===== src/rtl/alu_arb_pkg.sv =====
// Shared types and widths for the two-requester ALU arbiter.
// WIDTH and OPW are tied to the shared ALU and are not meant to be overridden.
package alu_arb_pkg;

  localparam int WIDTH = 6;
  localparam int OPW   = 2;

  typedef enum logic [1:0] {
    IDLE,
    EXEC,
    RESP
  } state_t;

  // Requester index: 0 or 1.
  typedef logic owner_t;

endpackage


===== src/rtl/ALU.sv =====
// Shared combinational ALU: 00 add, 01 subtract, 10 and, 11 xor (all modulo 2**WIDTH).
module ALU
  import alu_arb_pkg::*;
(
  input  logic [WIDTH-1:0] a,
  input  logic [WIDTH-1:0] b,
  input  logic [OPW-1:0]   m,
  output logic [WIDTH-1:0] s
);

  always_comb begin
    s = '0;
    case (m)
      2'b00:   s = a + b;
      2'b01:   s = a - b;
      2'b10:   s = a & b;
      default: s = a ^ b;
    endcase
  end

endmodule


===== src/rtl/alu_share_arbiter.sv =====
// Round-robin sharing of one ALU between two valid/ready requesters;
// a three-state FSM keeps a single operation in flight from accept to response.
module alu_share_arbiter
  import alu_arb_pkg::*;
(
  input  logic             clk,
  input  logic             rst_n,
  input  logic             req0_valid,
  output logic             req0_ready,
  input  logic [WIDTH-1:0] req0_a,
  input  logic [WIDTH-1:0] req0_b,
  input  logic [OPW-1:0]   req0_op,
  input  logic             req1_valid,
  output logic             req1_ready,
  input  logic [WIDTH-1:0] req1_a,
  input  logic [WIDTH-1:0] req1_b,
  input  logic [OPW-1:0]   req1_op,
  output logic             rsp0_valid,
  output logic [WIDTH-1:0] rsp0_data,
  input  logic             rsp0_ready,
  output logic             rsp1_valid,
  output logic [WIDTH-1:0] rsp1_data,
  input  logic             rsp1_ready,
  output logic             busy,
  output logic [7:0]       done0_cnt,
  output logic [7:0]       done1_cnt
);

  state_t           state_q, state_d;
  owner_t           last_grant_q, owner_q, grant_id;
  logic             grant_valid, rsp_take;
  logic [WIDTH-1:0] a_q, b_q, result_q, alu_s;
  logic [OPW-1:0]   op_q;

  // Grant: a lone requester wins; under contention the one not served last time wins.
  // NOTE: every always_comb output gets a default first, so no path can infer a latch.
  always_comb begin
    grant_valid = 1'b0;
    grant_id    = 1'b0;
    if (state_q == IDLE) begin
      if (req0_valid && req1_valid) begin
        grant_valid = 1'b1;
        grant_id    = ~last_grant_q;
      end else if (req0_valid) begin
        grant_valid = 1'b1;
        grant_id    = 1'b0;
      end else if (req1_valid) begin
        grant_valid = 1'b1;
        grant_id    = 1'b1;
      end
    end
  end

  assign req0_ready = grant_valid && !grant_id;
  assign req1_ready = grant_valid &&  grant_id;

  // Only the owner's rsp_ready can retire the response.
  assign rsp_take = (state_q == RESP) && (owner_q ? rsp1_ready : rsp0_ready);

  always_comb begin
    state_d = state_q;
    case (state_q)
      IDLE:    if (grant_valid) state_d = EXEC;
      EXEC:    state_d = RESP;
      RESP:    if (rsp_take) state_d = IDLE;
      default: state_d = IDLE;
    endcase
  end

  // NOTE: sequential state uses non-blocking assignments so every register samples pre-edge values.
  always_ff @(posedge clk or negedge rst_n) begin
    if (!rst_n) state_q <= IDLE;
    else        state_q <= state_d;
  end

  // The ALU only ever sees the latched operands, never the live request buses.
  ALU u_alu (
    .a (a_q),
    .b (b_q),
    .m (op_q),
    .s (alu_s)
  );

  always_ff @(posedge clk or negedge rst_n) begin
    if (!rst_n) begin
      a_q          <= '0;
      b_q          <= '0;
      op_q         <= '0;
      owner_q      <= 1'b0;
      last_grant_q <= 1'b1;
      result_q     <= '0;
    end else begin
      if (grant_valid) begin
        a_q          <= grant_id ? req1_a  : req0_a;
        b_q          <= grant_id ? req1_b  : req0_b;
        op_q         <= grant_id ? req1_op : req0_op;
        owner_q      <= grant_id;
        last_grant_q <= grant_id;
      end
      if (state_q == EXEC) result_q <= alu_s;
    end
  end

  always_ff @(posedge clk or negedge rst_n) begin
    if (!rst_n) begin
      done0_cnt <= '0;
      done1_cnt <= '0;
    end else if (rsp_take) begin
      if (owner_q) done1_cnt <= done1_cnt + 8'd1;
      else         done0_cnt <= done0_cnt + 8'd1;
    end
  end

  assign rsp0_valid = (state_q == RESP) && !owner_q;
  assign rsp1_valid = (state_q == RESP) &&  owner_q;
  assign rsp0_data  = result_q;
  assign rsp1_data  = result_q;
  assign busy       = (state_q != IDLE);

endmodule


===== config.mk =====
export PLATFORM = sky130hd
export DESIGN_NAME = alu_share_arbiter
export DESIGN_NICKNAME = d
export VERILOG_FILES = /design/src/rtl/alu_arb_pkg.sv /design/src/rtl/ALU.sv /design/src/rtl/alu_share_arbiter.sv
export SDC_FILE = /design/constraint.sdc
export NUM_CORES = 1
export LEC_CHECK = 0
export CORE_ASPECT_RATIO = 0.75
export CORE_MARGIN = 4
export CORE_UTILIZATION = 25
export CTS_BUF_LIST = sky130_fd_sc_hd__clkbuf_4 sky130_fd_sc_hd__clkbuf_8
export CTS_CLUSTER_SIZE = 16
export DETAILED_ROUTE_END_ITERATION = 16
export GPL_ROUTABILITY_DRIVEN = 1
export GPL_TIMING_DRIVEN = 0
export PLACE_DENSITY = 0.45
export SLEW_MARGIN = 20
export SYNTH_ARGS = -nofsm -noshare
export SYNTH_HDL_FRONTEND = slang
export SYNTH_SLANG_ARGS = --single-unit

===== constraint.sdc =====
create_clock -name clk -period 3 [get_ports clk]
set_clock_uncertainty 0.05 [all_clocks]
set_input_delay 0.45 -clock clk [delete_from_list [all_inputs] [get_ports clk]]
set_output_delay 0.45 -clock clk [all_outputs]
set_load 0.01 [all_outputs]

==> reports/metrics.yaml <==
clock_tree:
  postCtsSetupBuffers: 0
  number_of_clock_buffers_inserted_by_tritoncts: 5
  clk_pin_slew_worst_paths_ns: 0.08
  clk-insertion-delay-late_ns: 0.29
  cts_root_buf: "clkbuf_8"
  clock_sink_count: 40
  ctsResizeCount: 0
  max-clock-path-buffers: 2
  post_cts_hold_buffer_count: 0
  htreeDepth: 2
  tritoncts: "built"
power_and_ir_drop:
  comb_power_share_pct: 57.7
  ir_drop_v: 0.000271
  cellLeakagePower_nw: 1.45
  power.sequential.fraction_pct: 30.4
  clock_power_share_pct: 11.9
  power.total_mw: 3.27
  cellInternalPower_mw: 1.95
  p_per_area_nw_per_um2: 1040
  total_switching_power_mw: 1.31
  sw_frac_of_total_pct: 40.2
sta:
  setup_repair_after_global_routing_missed_its_margin: "false"
  worst_pin_slew_ns: 0.562
  slew_viol_final: 0
  setup_total_negative_slack_ns: 0
  achievable_frequency_mhz: 366
  period_minus_slack_ns: 2.73
  layout_worst_path_cycle_share_pct: 91.2
  timing_hold_violations_final: 0
  finalSetupViolCount: 0
  max-slew-margin-rel_pct: 62.3
worst_setup_path:
  crit_type: "reg -> out"
  cp-start-kind: "flop"
  critPathMaxFanout: 10
  cp-end-kind: "output port"
  cp_data_required_time_ns: 2.50
  cp_data_arrival_time_ns: 2.23
global_routing:
  use_met2_pct: 15.4
  first_global_vias: 1827
  groute.layer.met3.usage_pct: 3.58
  antenna_found_initial: 0
  grt_first_pass_wirelength_um: 9320
  global_route.peak_usage_layer: "met1"
  largest_net_degree_at_the_start_of_global_routing: 26
  grt_util_met1_pct: 15.7
  grt_util_all_layers_pct: 10.9
  global_route.overflow_total: 0
layout:
  final_net_count: 339
  drive_gt1_share_pct: 12.7
  final_cell_count_no_fill: 399
  utilization_pct: 36.7
  most_common_cell_after_layout_fill_and_taps_aside: "clkdlybuf4s50_1"
  num_antenna_cells: 0
  layout.filler_cells: 882
  layout_common_cells: "65 x clkdlybuf4s50_1, 39 x dfrtp_1, 26 x inv_1"
  area.growth.synth_to_final_pct: 40.6
  final_design_area_no_fill_um2: 3160
placed_design:
  dp.final_hpwl_um: 4310
  io_buffer_count: 66
  postPlaceCellArea_um2: 3060
  placed_cells: 391
  gp_routability_congestion: 0.728
yosys:
  top_reg_cell_synth: "dfrtp_1"
  postSynthAreaPerCell_um2: 10.4
  synth-warning-count: 0
  synth_enable_flop_cells: 0
  postSynthRegisterBits: 40
  synth_cell_type_count: 39
  mappedNetlistNets: 265
  synth_sequential_area_ratio_pct: 44.6
  async_sr_flop_fraction_pct: 100
  syn_area_um2: 2240
  synth_cells: 216
drt:
  dr.first_iter.drc_count: 116
  drtAntennaViolNets: 0
  drc_errors: 0
  vias_per_cell: 4.37
  avgRoutedWirePerCell_um: 13.9
  via_count: 1745
  wl_um: 5550
  drtPass1Iterations: 5
die:
  start_util_pct: 26.1
  die_w_um: 117
  floorplan.die_area_um2: 10600
  core_area_um2: 8600
  core.rowCount: 29
  overall_die_height_um: 90.1
  num_io_pins: 67
hold_path:
  min-delay-path-class: "in -> async"
status:
  run_status: "complete, no violations"
flow_run:
  drv_cap: 0
power by group through the flow:
stage                     Clock, mW  Sequential [mW]  Combinational [mW]
after detailed placement          0             1.01                1.90
final                         0.388            0.993                1.89
after global routing          0.432             1.04                2.14
after CTS                     0.412            0.998                1.92
after floorplan                   0            0.974                1.26
after global placement            0             1.01                1.88
cells in the mapped netlist, types with 2 or more instances:
master,n,area share (%)
a21oi_1,6,1.3
a222oi_1,14,6.2
buf_2,4,0.89
buf_4,8,2.7
clkbuf_1,2,0.33
dfrtp_1,39,43
ha_1,14,7.8
inv_1,26,4.3
mux2_2,5,2.5
mux2i_1,5,2.2
nand2_1,14,2.3
nand2b_1,2,0.56
nand4_1,6,1.7
nor2_1,15,2.5
nor2b_1,2,0.56
nor3_1,2,0.45
o21a_1,2,0.67
o21ai_0,10,2.2
xnor2_1,19,7.4
xor2_1,2,0.78
through the flow:
stage / setup slack [ns] / hold WS [ns]
floorplan: 0.829 / 0.104
global placement: 0.168 / 0.410
detailed placement: 0.171 / 0.355
CTS: 0.0981 / 0.0247
global route: 0.112 / 0.0269
finish: 0.265 / 0.0123
registers in the layout, summed over array words and instances, names as in the netlist:
register / count
owner_q: 1
done0_cnt: 8
a_q: 6
state_q: 2
last_grant_q: 1
op_q: 2
rsp0_data: 6
b_q: 6
done1_cnt: 8
path summary, 6_finish.rpt:
check                                    startpoint                        to  slack (ns)  cells after the start
setup / recovery             state_q[1]$_DFFE_PN0P_                req0_ready        0.27                      5
hold / removal                                rst_n  done1_cnt[4]$_DFFE_PN0P_        0.01                      1
setup reg to reg                 b_q[0]$_DFFE_PN0P_  rsp0_data[4]$_DFFE_PN0N_        0.61                     10
hold reg to reg            done1_cnt[7]$_DFFE_PN0P_  done1_cnt[7]$_DFFE_PN0P_        0.42                      1
max in group asynchronous                     rst_n  last_grant_q$_DFFE_PN1P_        2.35                      2
min in group clk           done1_cnt[7]$_DFFE_PN0P_  done1_cnt[7]$_DFFE_PN0P_        0.42                      1
worst max-delay path, cell delays in order, from the launching register on:
cell and delay (ns):
dfrtp_1 0.42, nor2_1 0.25, inv_1 0.12, nor2_2 0.27, buf_2 0.30, clkdlybuf4s50_1 0.59
metal layers:
| metal | share of wire (%) | wire, um | vias to the layer above |
|---|---|---|---|
| met5 | 0 | 0 | - |
| met4 | 1.4 | 76 | 0 |
| met3 | 6.3 | 348 | 7 |
| met2 | 40 | 2230 | 57 |
| met1 | 52 | 2890 | 785 |
| li1 | - | - | 896 |
layout make-up:
type | instances | area, um2 | share of cell area, %
sequential | 40 | 1000 | 31.8
tap | 108 | 135 | 4.28
clock inverter | 1 | 7.51 | 0.238
inverter | 26 | 97.6 | 3.09
timing repair buffer | 67 | 676 | 21.4
multi-input combinational | 135 | 1050 | 33.2
buffer | 15 | 98.8 | 3.13
clock buffer | 7 | 90.1 | 2.85
logic make-up after synthesis:
group,after synthesis,share of synthesized area [%]
xor gates and xnor gates,21,8.19
buffers and inverters,41,8.75
muxes,10,4.74
adders and majority gates,15,8.70
DFF,40,44.6
AOI/OAI and AO/OA,39,12.7
and+or+nand+nor,50,12.3
No activity file was read; power rests on OpenSTA's default activity.
==> edit 1: new RTL, same flow settings <==
Change the package constant `WIDTH` from 6 to 3.
--- a/src/rtl/alu_arb_pkg.sv
+++ b/src/rtl/alu_arb_pkg.sv
@@ -4,3 +4,3 @@
 
-  localparam int WIDTH = 6;
+  localparam int WIDTH = 3;
   localparam int OPW   = 2;
Ports: changed (6 resized); port bits go from 67 to 49. The function was not compared with the original's and may differ.
==> edit 1 against the original RTL <==
Final area down 26%; sequential power down 26%; total power down 36%; wire length down 30%; setup slack better by 280 ps; register-to-register slack better by 290 ps; area after synthesis down 27%; sequential cell count down 9; die area down 25%; core utilization up 0.30 points.
==> edit 1: results (changes against the original RTL) <==
** Finish
- Fraction of standard cell area that is sequential :: 33.2% (+1.5 points)
- The share of cell area taken by multi-input logic gates was 32.8% (-0.41 points).
- Clk tree area frac :: 4.44% (+1.4 points)
- Fill count :: 637 (-28%)
- The number of clock buffer instances in the layout was 8 (+1).
- Multi-Input Combinational :: 98 (-27%)
- The number of buffers other than clock buffers in the final layout came to 58 (-29%).

** Synthesis
- The post-synthesis sequential area ratio is 47.7% (+3.0 points).
- Portion of netlist area occupied by mux cells :: 3.30% (-1.4 points)
- The compound-gate portion of the synthesized area came to 12.6% (-0.11 points).
- Yosys cell types :: 38 (-2.6%)
- The post-synthesis share of cell area spent on full adders, half adders and majority gates is 6.61% (-2.1 points).
- Flip-flop and latch count after synthesis :: 31 (-23%)
- Ranked by instance count, the synthesized netlist is headed by 30 x dfrtp_1, 13 x nand2_1, 10 x xnor2_1.
- Parity-gate share of the synthesized area counting xor and xnor cells :: 8.06% (-0.13 points)

** Place
- Routability congestion estimate from global placement :: 0.826 (+14%)
- Number of I/O port buffers :: 48 (-27%)
- The sum of net half-perimeters after detailed placement is 3.06 mm (-29%).

** Worst setup path
- CP Capture Point :: req1_ready
- The data arrival time of the critical path was 1960 ps (-270 ps).
- Origin of the worst setup path :: req1_valid
- The depth of the worst register-to-register path came to 8 (-2).
- In this run the critical register-to-register path is captured at rsp0_data[2].
- Maximum fanout encountered on the critical timing path :: 10 (unchanged)

** Pwr
- The static power due to leakage came to 1.02 nW (-29%).
- The part of the power in the clock network is 17.6% (+5.7 points).

** Route
- The overall routed net length came to 3.90 mm (-30%).
- First-iteration detailed-routing DRC count :: 39 (-66%)
- The number of iterations in the first detailed-routing pass is 4 (-1).
- The total number of vias came to 1301 (-25%).

** Global routing
- The maximum number of pins on one net before global-route repair came to 19 (-27%).
- Tot GR Track Use :: 10.9% (-0.089 points)

** Timing
- Tmin final :: 2460 ps (-276 ps)
- The worst-margin pin slew came to 396 ps (-166 ps).

** Outcome
- Run status :: finished, final reports clean

** Clock tree
- Post-cts repair resize count :: 0 (unchanged)
-- edit 1: cell count changes after synthesis, moves of 8 or more --
cell | unedited run | this run
inv_1 | 26 | 8
a222oi_1 | 14 | 0
nor2_1 | 15 | 2
dfrtp_1 | 39 | 30
xnor2_1 | 19 | 10
a221o_1 | 0 | 8
-- edit 1: metrics by stage --
step / total power, W / std cells / cell area, um2 / hold WS, ps
final: 0.00209 / 284 / 2340 / 27.2
after CTS: 0.00212 / 284 / 2340 / 30.4
after detailed placement: 0.00173 / 276 / 2230 / 335
after global placement: 0.00171 / 275 / 2210 / 408
after global routing: 0.00227 / 284 / 2340 / 46.1
after floorplan: 0.00131 / 146 / 1630 / 104
-- edit 1: per-layer routing --
layer,track usage [%],part of all wire [%],wire (um)
met1,14.5,46,1810
met2,16.1,47,1830
met3,3.50,5.2,202
met4,4.52,1.5,59
met5,0,0,0
==> edit 2: new RTL, config.mk and constraints unchanged <==
Made on the original files. The 3 states of `state_t` get a one-hot encoding in 3 bits.
--- a/src/rtl/alu_arb_pkg.sv
+++ b/src/rtl/alu_arb_pkg.sv
@@ -7,6 +7,6 @@
 
-  typedef enum logic [1:0] {
-    IDLE,
-    EXEC,
-    RESP
+  typedef enum logic [2:0] {
+    IDLE = 3'b001,
+    EXEC = 3'b010,
+    RESP = 3'b100
   } state_t;
Formal check against the unedited RTL: no difference found for any inputs over 10 cycles, from zero or initial values and one cycle with rst_n low; not proved beyond that.
==> edit 2 against the original RTL <==
Cell count rose by 8.3%; critical path type is now in -> out; total power rose by 5.5%; global-route usage fell by 0.61 points; highest routed layer unchanged; setup slack got worse by 140 ps; count of clock-buffer cells in the layout did not move; final area rose by 5.2%; area after synthesis rose by 3.8%; core utilization fell by 0.17 points; non-clock buffer count fell by 2; sequential cell count rose by 1; wire length fell by 0.63%; hold slack improved by 63 ps.
==> edit 2: results (changes against the original RTL) <==
** Outcome
- Run status :: finished, final reports clean

** Min path
- The worst hold path belongs to the class in -> async.

** Global routing
- Largest net degree at the start of global routing :: 23 (-12%)
- Initial antenna violation count :: 0 (unchanged)
- Vias in the first global route :: 1807 (-1.1%)
- Tot GR Track Use :: 10.3% (-0.61 points)
- Remaining Overflow, GRT :: 0 (unchanged)
- First-pass GRT wire length :: 9.11 mm (-2.2%)

** Worst setup path
- The startpoint identified for the worst register-to-register timing path is op_q[0].
- Data arrival, critical path :: 2380 ps (+150 ps)
- The worst-case register-to-register setup slack is 570 ps (-40 ps).
- The highest net fanout along the worst path is 10 (unchanged).
- Reg2Reg Depth :: 10 (unchanged)
- Reg2Reg Capture Point :: rsp0_data[5]

** Synthesis
- The count of cell types in the netlist was 43 (+10%).
- Counting instances in the post-synthesis netlist gives the leading cell types as 39 x dfrtp_1, 22 x inv_1, 19 x xnor2_1.
- Parity-gate share of the synthesized area counting xor and xnor cells :: 7.89% (-0.30 points)
- The post-synthesis sequential area ratio is 44.1% (-0.50 points).
- Portion of netlist area occupied by mux cells :: 4.56% (-0.17 points)
- Mapped Nets :: 277 (+4.5%)
- In the synthesized netlist the dominant register cell turns out to be dfrtp_1.
- Share of synthesized cell area in full adder, half adder and majority cells :: 8.38% (-0.32 points)
- Ranked by total cell area, the synthesized netlist is headed by dfrtp_1 42%, ha_1 7.5%, xnor2_1 7.1%.
- The synthesized instance count is 228 (+5.6%).
- Ys Warns :: 0 (unchanged)
- The share of flip-flops with an asynchronous set or reset was 100% (unchanged).
- The compound-gate portion of the synthesized area is 14.7% (+2.0 points).

** Finish
- The count of nets after finishing is 352 (+3.8%).
- Antenna cell count :: 0 (unchanged)
- The fraction of layout cells with a size suffix above 1 was 14.8% (+2.1 points).
- Largest registers ranked by flip-flop count :: done0_cnt x8, done1_cnt x8

** Clock tree
- The cell sitting at the root of the clock tree is a clkbuf_8.
- The number of clock buffers inserted by TritonCTS came to 5 (unchanged).
- Clock H-tree levels :: 2 (unchanged)
- Clock Latency Late Sink :: 290 ps (about the same)
- The post-CTS clock slew at the launch and capture registers of the worst setup and hold paths was 80 ps (about the same).
- Buffers from clock root to sink, at most :: 2 (unchanged)

** Route
- Drt pass-1 iters :: 4 (-1)
- The overall routed net length is 5.51 mm (-0.63%).
- Via/cell ratio :: 4.11 (-6.0%)
- The DRC violation count after routing was 0 (unchanged).
- The violation count after the first detailed-route iteration is 54 (-53%).
- The average wire length per cell after detail routing was 12.8 um (-8.2%).

** Place
- Placed cell count :: 423 (+8.2%)
- The sum of net half-perimeters after detailed placement was 4.42 mm (+2.8%).
- Number of I/O port buffers :: 66 (unchanged)
- The placer congestion estimate came to 0.696 (-4.3%).

** Pwr
- The worst voltage drop across the vdd grid was 0.330 mV (+22%).
- The static power due to leakage was 1.46 nW (+1.1%).

** Timing
- The worst-margin pin slew is 507 ps (-55.6 ps).
- Setup TNS :: 0 ps (unchanged)

** Job
- The number of maximum-capacitance constraint violations came to 0 (unchanged).
==> edit 2: changes by cell type after synthesis, sizes merged, moves of 4 or more <==
cell / before / now
a222oi: 14 / 0
a22oi: 0 / 14
nand3: 0 / 6
nand4: 8 / 4
nor2: 16 / 11
o21ai: 11 / 20
==> edit 2: report_power, final <==
| part | leakage (nW) | switching, W | internal [W] | total, W |
|---|---|---|---|---|
| logic | 0.885 | 0.000929 | 0.00108 | 0.00201 |
| clock network | 0.0619 | 0.000187 | 0.000280 | 0.000468 |
| registers | 0.518 | 0.000214 | 0.000760 | 0.000975 |
| total | 1.46 | 0.00133 | 0.00212 | 0.00345 |
==> edit 2: worst max-delay path by stage <==
stage,to,slack [ps],start
3_3_place_gp,req0_ready,140,req0_valid
4_1_cts,req0_ready,40,state_q[0]
3_5_place_dp,req0_ready,150,req0_valid
5_1_grt,req0_ready,4,state_q[0]
2_1_floorplan,rsp0_data[5],800,op_q[0]
6_report,req0_ready,120,req0_valid
==> edit 2: per-layer routing <==
| metal | routed length, um | track usage [%] |
|---|---|---|
| met3 | 230 | 2.62 |
| met2 | 2310 | 14.9 |
| met5 | 0 | 0 |
| met1 | 2940 | 15.3 |
| met4 | 31 | 2.67 |
==> edit 2: stage by stage <==
stage               util (%)  hold WS [ps]  cell area (um2)  worst slack, ps  total power (W)
floorplan                  -           104             2330              801          0.00233
global placement        34.7           413             3150              138          0.00295
detailed placement      34.9           402             3170              154          0.00298
CTS                     36.3          87.8             3290             41.3          0.00347
global route            36.5          98.7             3320             4.46          0.00379
finish                  36.5          75.2             3320              123          0.00345
==> edit 2: cell type report <==
cell class,count,area (um2)
tap,128,160
buffer,12,85.1
timing repair buffer,68,691
sequential,41,1030
clock inverter,1,30.0
fill,959,5770
inverter,23,86.3
multi-input combinational,152,1150
clock buffer,7,90.1
==> edit 2: kinds of logic (layout without fill, tap and decap cells) <==
kind of cell               count (synthesis)  count (layout)
AOI/OAI and AO/OA                         50              50
muxes                                     10              10
buffers and inverters                     35             111
DFF                                       41              41
xor gates and xnor gates                  21              21
and+or+nand+nor                           56              56
adders and majority gates                 15              15
==> edit 2: timing repair <==
action	CTS	global route
buffers inserted	0	1
resized for setup	0	3
hold buffers	0	0
endpoints found under the setup margin	0	1
==> edit 2: worst max-delay path, stage by stage <==
cell and delay [ps]:
clkdlybuf4s50_1 530, nand2_1 60, and3_1 170, buf_4 160
or2_4 270, buf_8 160, inv_2 50, clkdlybuf4s50_1 520
